==> config.mk <==
export PLATFORM = sky130hd
export DESIGN_NAME = mfu_op_decoder
export DESIGN_NICKNAME = d
export VERILOG_FILES = /design/src/rtl/mfu_op_decoder.sv
export SDC_FILE = /design/constraint.sdc
export NUM_CORES = 1
export LEC_CHECK = 0
export ABC_CLOCK_PERIOD_IN_PS = 1900
export CORE_MARGIN = 4
export CORE_UTILIZATION = 50
export CTS_BUF_LIST = sky130_fd_sc_hd__clkbuf_4 sky130_fd_sc_hd__clkbuf_8
export DETAILED_ROUTE_END_ITERATION = 8
export HOLD_SLACK_MARGIN = 0.08
export PLACE_DENSITY_LB_ADDON = 0.25
export SYNTH_ARGS = -nofsm -noshare
export SYNTH_HDL_FRONTEND = slang
export SYNTH_SLANG_ARGS = --single-unit
==> constraint.sdc <==
create_clock -name clk -period 1.9 [get_ports clk]
set_input_delay 0.38 -clock clk [delete_from_list [all_inputs] [get_ports clk]]
set_output_delay 0.38 -clock clk [all_outputs]
set_load 0.02 [all_outputs]
==> src/rtl/mfu_op_decoder.sv <==
// Identifies the 3-bit logic-unit function select from serial (a, b, y) samples.
// Optional early resolution on a single remaining candidate: define MFU_DEC_EARLY_EN.
module mfu_op_decoder #(
    parameter int unsigned MAX_SAMPLES = 16,
    parameter int unsigned CNT_W       = $clog2(MAX_SAMPLES + 1)
) (
    input  logic             clk,
    input  logic             rst,
    input  logic             start,
    input  logic             s_valid,
    output logic             s_ready,
    input  logic             s_a,
    input  logic             s_b,
    input  logic             s_y,
    output logic             busy,
    output logic             done,
    output logic [2:0]       op,
    output logic             op_ok,
    output logic [1:0]       err,
    output logic [7:0]       cand,
    output logic [CNT_W-1:0] cnt
);

    // Truth table per opcode, bit index {a,b}
    localparam logic [3:0] TRUTH [8] = '{4'h8, 4'hE, 4'h3, 4'h7, 4'h1, 4'h6, 4'h9, 4'h0};

    typedef enum logic [1:0] {StIdle, StCollect, StDone} state_e;

    state_e           state_q, state_d;
    logic [7:0]       cand_q;
    logic [3:0]       seen_q;
    logic [CNT_W-1:0] cnt_q;
    logic [2:0]       op_q;
    logic             op_ok_q;
    logic [1:0]       err_q;

    logic [1:0]       idx;
    logic             hs;
    logic [7:0]       match;
    logic [7:0]       cand_n;
    logic [3:0]       seen_n;
    logic [CNT_W-1:0] cnt_n;
    logic [2:0]       op_n;
    logic             exit_conflict;
    logic             exit_one;
    logic             exit_resolved;
    logic             exit_limit;
    logic             finish;

    assign idx = {s_a, s_b};
    assign hs  = (state_q == StCollect) && s_valid;

    always_comb begin
        match = '0;
        op_n  = '0;
        for (int k = 0; k < 8; k++) begin
            match[k] = (TRUTH[k][idx] == s_y);
        end
        cand_n = cand_q & match;
        seen_n = seen_q | (4'b0001 << idx);
        cnt_n  = cnt_q + CNT_W'(1);
        // Only meaningful when a single candidate survives
        for (int k = 0; k < 8; k++) begin
            if (cand_n[k]) begin
                op_n = 3'(k);
            end
        end
    end

`ifdef MFU_DEC_EARLY_EN
    // Zero is excluded by the higher-priority conflict exit
    assign exit_one = ((cand_n & (cand_n - 8'd1)) == 8'd0);
`else
    assign exit_one = 1'b0;
`endif

    assign exit_conflict = (cand_n == 8'd0);
    assign exit_resolved = !exit_conflict && (exit_one || (seen_n == 4'hF));
    assign exit_limit    = (cnt_n == CNT_W'(MAX_SAMPLES));
    assign finish        = exit_conflict || exit_resolved || exit_limit;

    always_ff @(posedge clk) begin
        if (rst) begin
            state_q <= StIdle;
        end else begin
            state_q <= state_d;
        end
    end

    always_comb begin
        state_d = state_q;
        unique case (state_q)
            StIdle:    if (start) state_d = StCollect;
            StCollect: if (hs && finish) state_d = StDone;
            StDone:    state_d = StIdle;
            default:   state_d = StIdle;
        endcase
    end

    always_comb begin
        s_ready = (state_q == StCollect);
        busy    = (state_q == StCollect) || (state_q == StDone);
        done    = (state_q == StDone);
    end

    always_ff @(posedge clk) begin
        if (rst) begin
            cand_q  <= 8'hFF;
            seen_q  <= '0;
            cnt_q   <= '0;
            op_q    <= '0;
            op_ok_q <= 1'b0;
            err_q   <= 2'b00;
        end else if ((state_q == StIdle) && start) begin
            cand_q  <= 8'hFF;
            seen_q  <= '0;
            cnt_q   <= '0;
            op_q    <= '0;
            op_ok_q <= 1'b0;
            err_q   <= 2'b00;
        end else if (hs) begin
            cand_q <= cand_n;
            seen_q <= seen_n;
            cnt_q  <= cnt_n;
            if (exit_conflict) begin
                err_q <= 2'b01;
            end else if (exit_resolved) begin
                op_ok_q <= 1'b1;
                op_q    <= op_n;
            end else if (exit_limit) begin
                err_q <= 2'b10;
            end
        end
    end

    assign op    = op_q;
    assign op_ok = op_ok_q;
    assign err   = err_q;
    assign cand  = cand_q;
    assign cnt   = cnt_q;

endmodule

After elaboration in Yosys (flattened, before gate mapping)

Index checks and enable logic that the tools add are counted.

Flip-flop bits (word level): 25
Output and inout bits: 22
Bits of input ports: 7

Reduce and logical (&&, ||, !) cells: 15
Muxes and demuxes: 29
Shift-type cells: 1
Magnitude comparators: 1
Equality and inequality tests: 15
Bitwise logic cells: 3
Add/sub/neg operators: 1

Operators by type and width:

| kind                                                                          | count |
|---|---|
| 1-bit binary-select mux with 2-bit select                                     | 8 |
| 3-bit 2-to-1 mux                                                              | 5 |
| 2-bit 2-to-1 mux                                                              | 6 |
| 1-bit 2-to-1 mux                                                              | 9 |
| 8-bit bitwise AND                                                             | 1 |
| 1-bit equality test                                                           | 8 |
| 8-bit zero test                                                               | 1 |
| 3-bit AND reduction                                                           | 2 |
| 5-bit by 1-bit adder with 5-bit output (second input constant)                | 1 |
| 5-bit equality test (second input constant)                                   | 1 |
| 4-bit equality test (second input constant)                                   | 1 |
| 1-bit logical AND                                                             | 4 |
| 2-bit inequality test (second input constant)                                 | 2 |
| 4-bit bitwise OR                                                              | 1 |
| 2-bit case mux with 2 select lines                                            | 1 |
| 1-bit by 2-bit left shift with 4-bit output (first input constant)            | 1 |
| 1-bit logical OR                                                              | 3 |
| 2-bit by 3-bit less-than comparator with 1-bit output (second input constant) | 1 |
| 2-bit by 1-bit equality test with 1-bit output (second input constant)        | 1 |
| 2-bit equality test (second input constant)                                   | 1 |
| 2-bit zero test                                                               | 1 |
| 2-bit by 1-bit inequality test with 1-bit output (second input constant)      | 1 |
| 2-bit AND reduction                                                           | 1 |
| 2-bit nonzero test                                                            | 1 |
| 3 further kinds                                                               | 3 |

Logic depth before layout (Yosys ltp)

Depth after elaboration: 12
Gate-level depth with buffers: 7
Depth with buffers taken out: 7

Worst setup path after synthesis

No wires, ideal clock.

Path kind: input-to-reg
Start: in s_a
End: reg state_q[0]
Arrival time: 1,716 ps
Required time: 1,828 ps
Path buffers: 0
Setup slack: 112 ps
Setup time: 72 ps
Cell stages on the path: 7
Cells stage by stage: inv_1 > ha_1 > xor2_2 > a22oi_4 > nand4_4 > a31oi_2 > mux2i_1

Cells in the longest elaborated chain, start to end: 12

RTL lines:

| item                                                                | RTL line | source |
|---|---|---|
| from (decl)                                                         | 12       | `input logic s_a,` |
| 1-bit binary-select mux with 2-bit select                           | 57       | `match[k] = (TRUTH[k][idx] == s_y);` |
| 1-bit 2-to-1 mux (not written as such)                              | 57       |  |
| 1-bit equality test                                                 | 57       |  |
| 8-bit bitwise AND                                                   | 59       | `cand_n = cand_q & match;` |
| 8-bit zero test                                                     | 77       | `assign exit_conflict = (cand_n == 8'd0);` |
| 1-bit zero test                                                     | 78       | `assign exit_resolved = !exit_conflict && (exit_one \|\| (seen_n == 4'hF));` |
| 1-bit logical AND                                                   | 78       |  |
| 1-bit logical OR * (2 in series)                                    | 80       | `assign finish = exit_conflict \|\| exit_resolved \|\| exit_limit;` |
| 1-bit logical AND *                                                 | 94       | `StCollect: if (hs && finish) state_d = StDone;` |
| 2-bit by 1-bit inequality test with 1-bit output (no source line) * | -        |  |
| 2-bit AND reduction (no source line) *                              | -        |  |
| to (signal assigned)                                                | 84       | `state_q <= StIdle;` |
| to (signal assigned)                                                | 86       | `state_q <= state_d;` |
| to (decl)                                                           | 29       | `state_e state_q, state_d;` |

Mark *: on every way between the ends. The rest lies on a longest branch, timed or not. The select of a mux whose other input is x is not followed.
A chain may end at the register's enable or synchronous reset.

Final worst setup path

Start: reg cnt_q[2], in the netlist cnt[2]
End: out cnt[2]

RTL lines:

| item                   | RTL line | source |
|---|---|---|
| from (decl)            | 32       | `logic [CNT_W-1:0] cnt_q;` |
| from (signal assigned) | 124      | `cnt_q <= cnt_n;` |
| to (decl)              | 21       | `output logic [CNT_W-1:0] cnt` |

No word-level cell between the ends.

==> run summary <==
The overall fraction of global-route tracks in use is 0.191. The count of flip-flops with a built-in enable after synthesis came out at 0. The Yosys warning count came out at 0.

Routability-driven placement finished with a final weighted congestion of 0.824. The flow ran to the end, and the final reports show no timing, DRC or antenna violations. The count of boundary I/O pins is 29. The number of distinct library cells after synthesis came out at 38.

In this run the tightest slew margin relative to its limit is 0.692. The count of vias placed by the detailed router came out at 1,143. The total wire length after detailed routing is 2990 um.

The detailed-router iteration count before antenna repair came out at 4. In the final routed layout, each cell accounts on average for 14.0 um. The insertion delay of the later-clocked pin in the worst-skew pair is 0.32 ns.

The share of total power dissipated in sequential elements is 0.414. The post-route antenna net violation count came out at 0. The number of vias per cell came out at 5.34. The tree is rooted in a clkbuf_4. The layout-stage area growth over the synthesis result is 38.3%. In the final design database the tool counted 202 nets. Of the cells placed in the final design, the portion with a size suffix greater than 1 is 0.190. The placeable core area is 0.00248 mm^2. The leakage power figure is 0.731 nW. In this run the number of H-tree levels came out at 1.

The mapped netlist covers 0.00131 mm^2. The number of hold buffers added after CTS came out at 0. The floorplan step defined a die boundary enclosing 0.00350 mm^2. The number of CTS-inserted buffers came out at 3. IR analysis of the VDD net gives a maximum drop of 675 uV. In this run the power density over the cells is 798 mW/mm^2. Traced cell by cell, the critical path runs through clkdlybuf4s50_1. The post-route clock skew is 0.00924 ns. The share of the cycle needed by the critical path after routing is 0.961. Counting every net in the synthesized netlist gives 157.

The number of storage elements in the synthesis netlist is 25. Across the run, the number of max-cap violations was 0. The placement row count is 18.

The TritonCTS sink count came out at 25. The final design area excluding fillers is 0.00181 mm^2. The worst setup path is launched from a register. The largest net degree at the start of global routing came out at 14. The worst setup path is captured at a primary output. The sequential fraction of the synthesis area is 0.382. The first global-routing pass estimated 5090 um of wire. The via count of the first global-routing pass is 1,176.

For this configuration, the core starts out at a cell density of 0.529. The proportion of synthesized flip-flops having asynchronous set or reset is 0. From left edge to right edge, the die measures 59.2 um.

The number of buffer and inverter instances along the worst setup path is 1. The largest stage delay on the critical path came out at 0.65 ns. For this run, the leading register cell type out of synthesis is dfxtp_1. The die outline height is 59.2 um.

The data arrival time of the critical path is 1.45 ns. The number of remaining DRC errors is 0. Counting every instance in the synthesized netlist gives 140. The HPWL after detailed placement is 2250 um. For this run the aggregate overflow at the end of global routing stands at 0.

After layout, the design draws a total of 1.45 mW. In this run the tool buffered the top-level ports with 28 buffer cells. The worst-case clock buffer depth came out at 2.

Setup repair after global routing left no endpoint under its margin. For this block, the initial DRC count from the detailed router was 22. The post-CTS clock slew at the launch and capture registers of the worst setup and hold paths is 0.14 ns. The largest fanout on the critical path is 7. The setup violation total in the final timing report is 0. The max-slew violation count came out at 0. The critical path is of the reg2out type. Once the clock tree was built, the setup fixing pass inserted 0 buffers.

The cell family contributing the most delay on the critical path is buffers and inverters. The placed instance area is 0.00174 mm^2. Internal power comes to 919 uW. The antenna cell count came out at 0.

The required time of the critical path is 1.52 ns. The worst min-delay path class is reg2reg. The relative contribution of combinational cells to total power is 0.412. In this run the power spent charging and discharging nets is 527 uW. TritonCTS built the clock tree. The proportion of total power due to net switching came out at 0.364. The mean area per synthesized cell is 9.36 um^2.

The count of endpoints failing hold in the final timing report is 0. The proportion of power drawn by the clock network is 0.175. The transition at the pin with the smallest max-transition slack came out at 0.462 ns. The clock period could shrink to 1.83 ns. The cell type of the slowest stage on the worst timing path is clkdlybuf4s50_1.

Static timing analysis puts the maximum clock frequency at 548 MHz. The initial antenna violation count was 0.
==> cell usage after synthesis (3+ instances only) <==
cell type,count,area share
a21oi_1,12,0.046
clkbuf_1,3,0.0086
dfxtp_1,25,0.38
ha_1,10,0.096
inv_1,7,0.020
nand2_1,15,0.043
nand2b_1,4,0.019
nand4_1,3,0.014
nor2_1,11,0.032
o21ai_0,7,0.027
o22ai_1,3,0.014
xnor2_1,5,0.033
xor2_1,4,0.027
==> stage by stage <==
stage	hold WS, ns	std cells	worst slack (ns)	TNS, ns	utilization
after floorplan	0.437	140	0.112	0	-
after global placement	0.449	210	-0.435	-3.32	0.702
after detailed placement	0.461	210	-0.515	-3.79	0.702
after CTS	0.491	214	0.00580	0	0.730
after global routing	0.513	214	0.00786	0	0.731
final	0.487	214	0.0745	0	0.731
==> placed cells by master (no fill, tap or decap), types with 2 or more instances in the layout <==
cell,Yosys,routed
nand2b_1,4,4
clkbuf_4,0,4
xnor2_1,5,5
xor2_1,4,3
ha_1,10,8
a21boi_0,2,2
nor2_1,11,11
inv_1,7,5
o21ai_0,7,7
dfxtp_1,25,25
buf_4,0,15
clkdlybuf4s50_1,0,22
xor2_2,2,3
o22ai_1,3,3
inv_2,0,2
dlygate4sd2_1,0,5
nor3_1,2,2
mux2i_1,2,2
nand4_1,3,3
a21oi_1,12,12
ha_4,0,2
a22oi_4,2,2
nand2_1,15,15
==> what timing repair did <==
action,CTS,global route
setup endpoints to repair,11,1
pin swaps,5,0
resized for setup,13,1
==> cells by family after synthesis <==
kind of cell / count (synthesis) / synth area share
muxes: 2 / 0.0153
xor gates and xnor gates: 11 / 0.0850
buffers and inverters: 11 / 0.0373
AOI/OAI and AO/OA: 39 / 0.223
adders and majority gates: 10 / 0.0955
DFF: 25 / 0.382
and+or+nand+nor: 42 / 0.162
==> power by group through the flow <==
stage	logic [mW]	registers, mW	clock network (mW)
global route	0.656	0.605	0.278
finish	0.595	0.598	0.253
detailed placement	0.588	0.609	0
floorplan	0.356	0.623	0
global placement	0.573	0.606	0
CTS	0.599	0.598	0.255
==> final cells by class <==
| class | count | area [um^2] |
|---|---|---|
| clock buffers | 4 | 30.0 |
| flip-flops and latches | 25 | 500 |
| multi-input cells | 104 | 808 |
| well taps | 30 | 37.5 |
| repair buffers | 44 | 409 |
| fillers | 190 | 666 |
| inverters | 7 | 26.3 |
==> sequential cells by signal, summed over array words and instances, names as in the netlist <==
register  flops
seen_q        4
err           2
cand          8
state_q       2
op            3
cnt           5
op_ok         1
==> metal layers <==
layer  global-route usage  up-vias  wire (um)
li1                     -      574          -
met1                0.207      542       1260
met2                0.356       23       1560
met3               0.0305        4        123
met4               0.0874        0         46
met5                    0        -          0
==> final timing paths <==
path / startpoint / endpoint / slack, ns / cells after the start
setup / recovery: cnt[2]$_SDFFE_PP0P_ / cnt[2] / 0.07 / 1
hold / removal: op_ok$_SDFFE_PP0P_ / op_ok$_SDFFE_PP0P_ / 0.49 / 1
setup reg to reg: cnt[0]$_SDFFE_PP0P_ / err[1]$_SDFFE_PP0P_ / 0.09 / 6
hold reg to reg: op_ok$_SDFFE_PP0P_ / op_ok$_SDFFE_PP0P_ / 0.49 / 1
(Power assumes the default switching activity.)
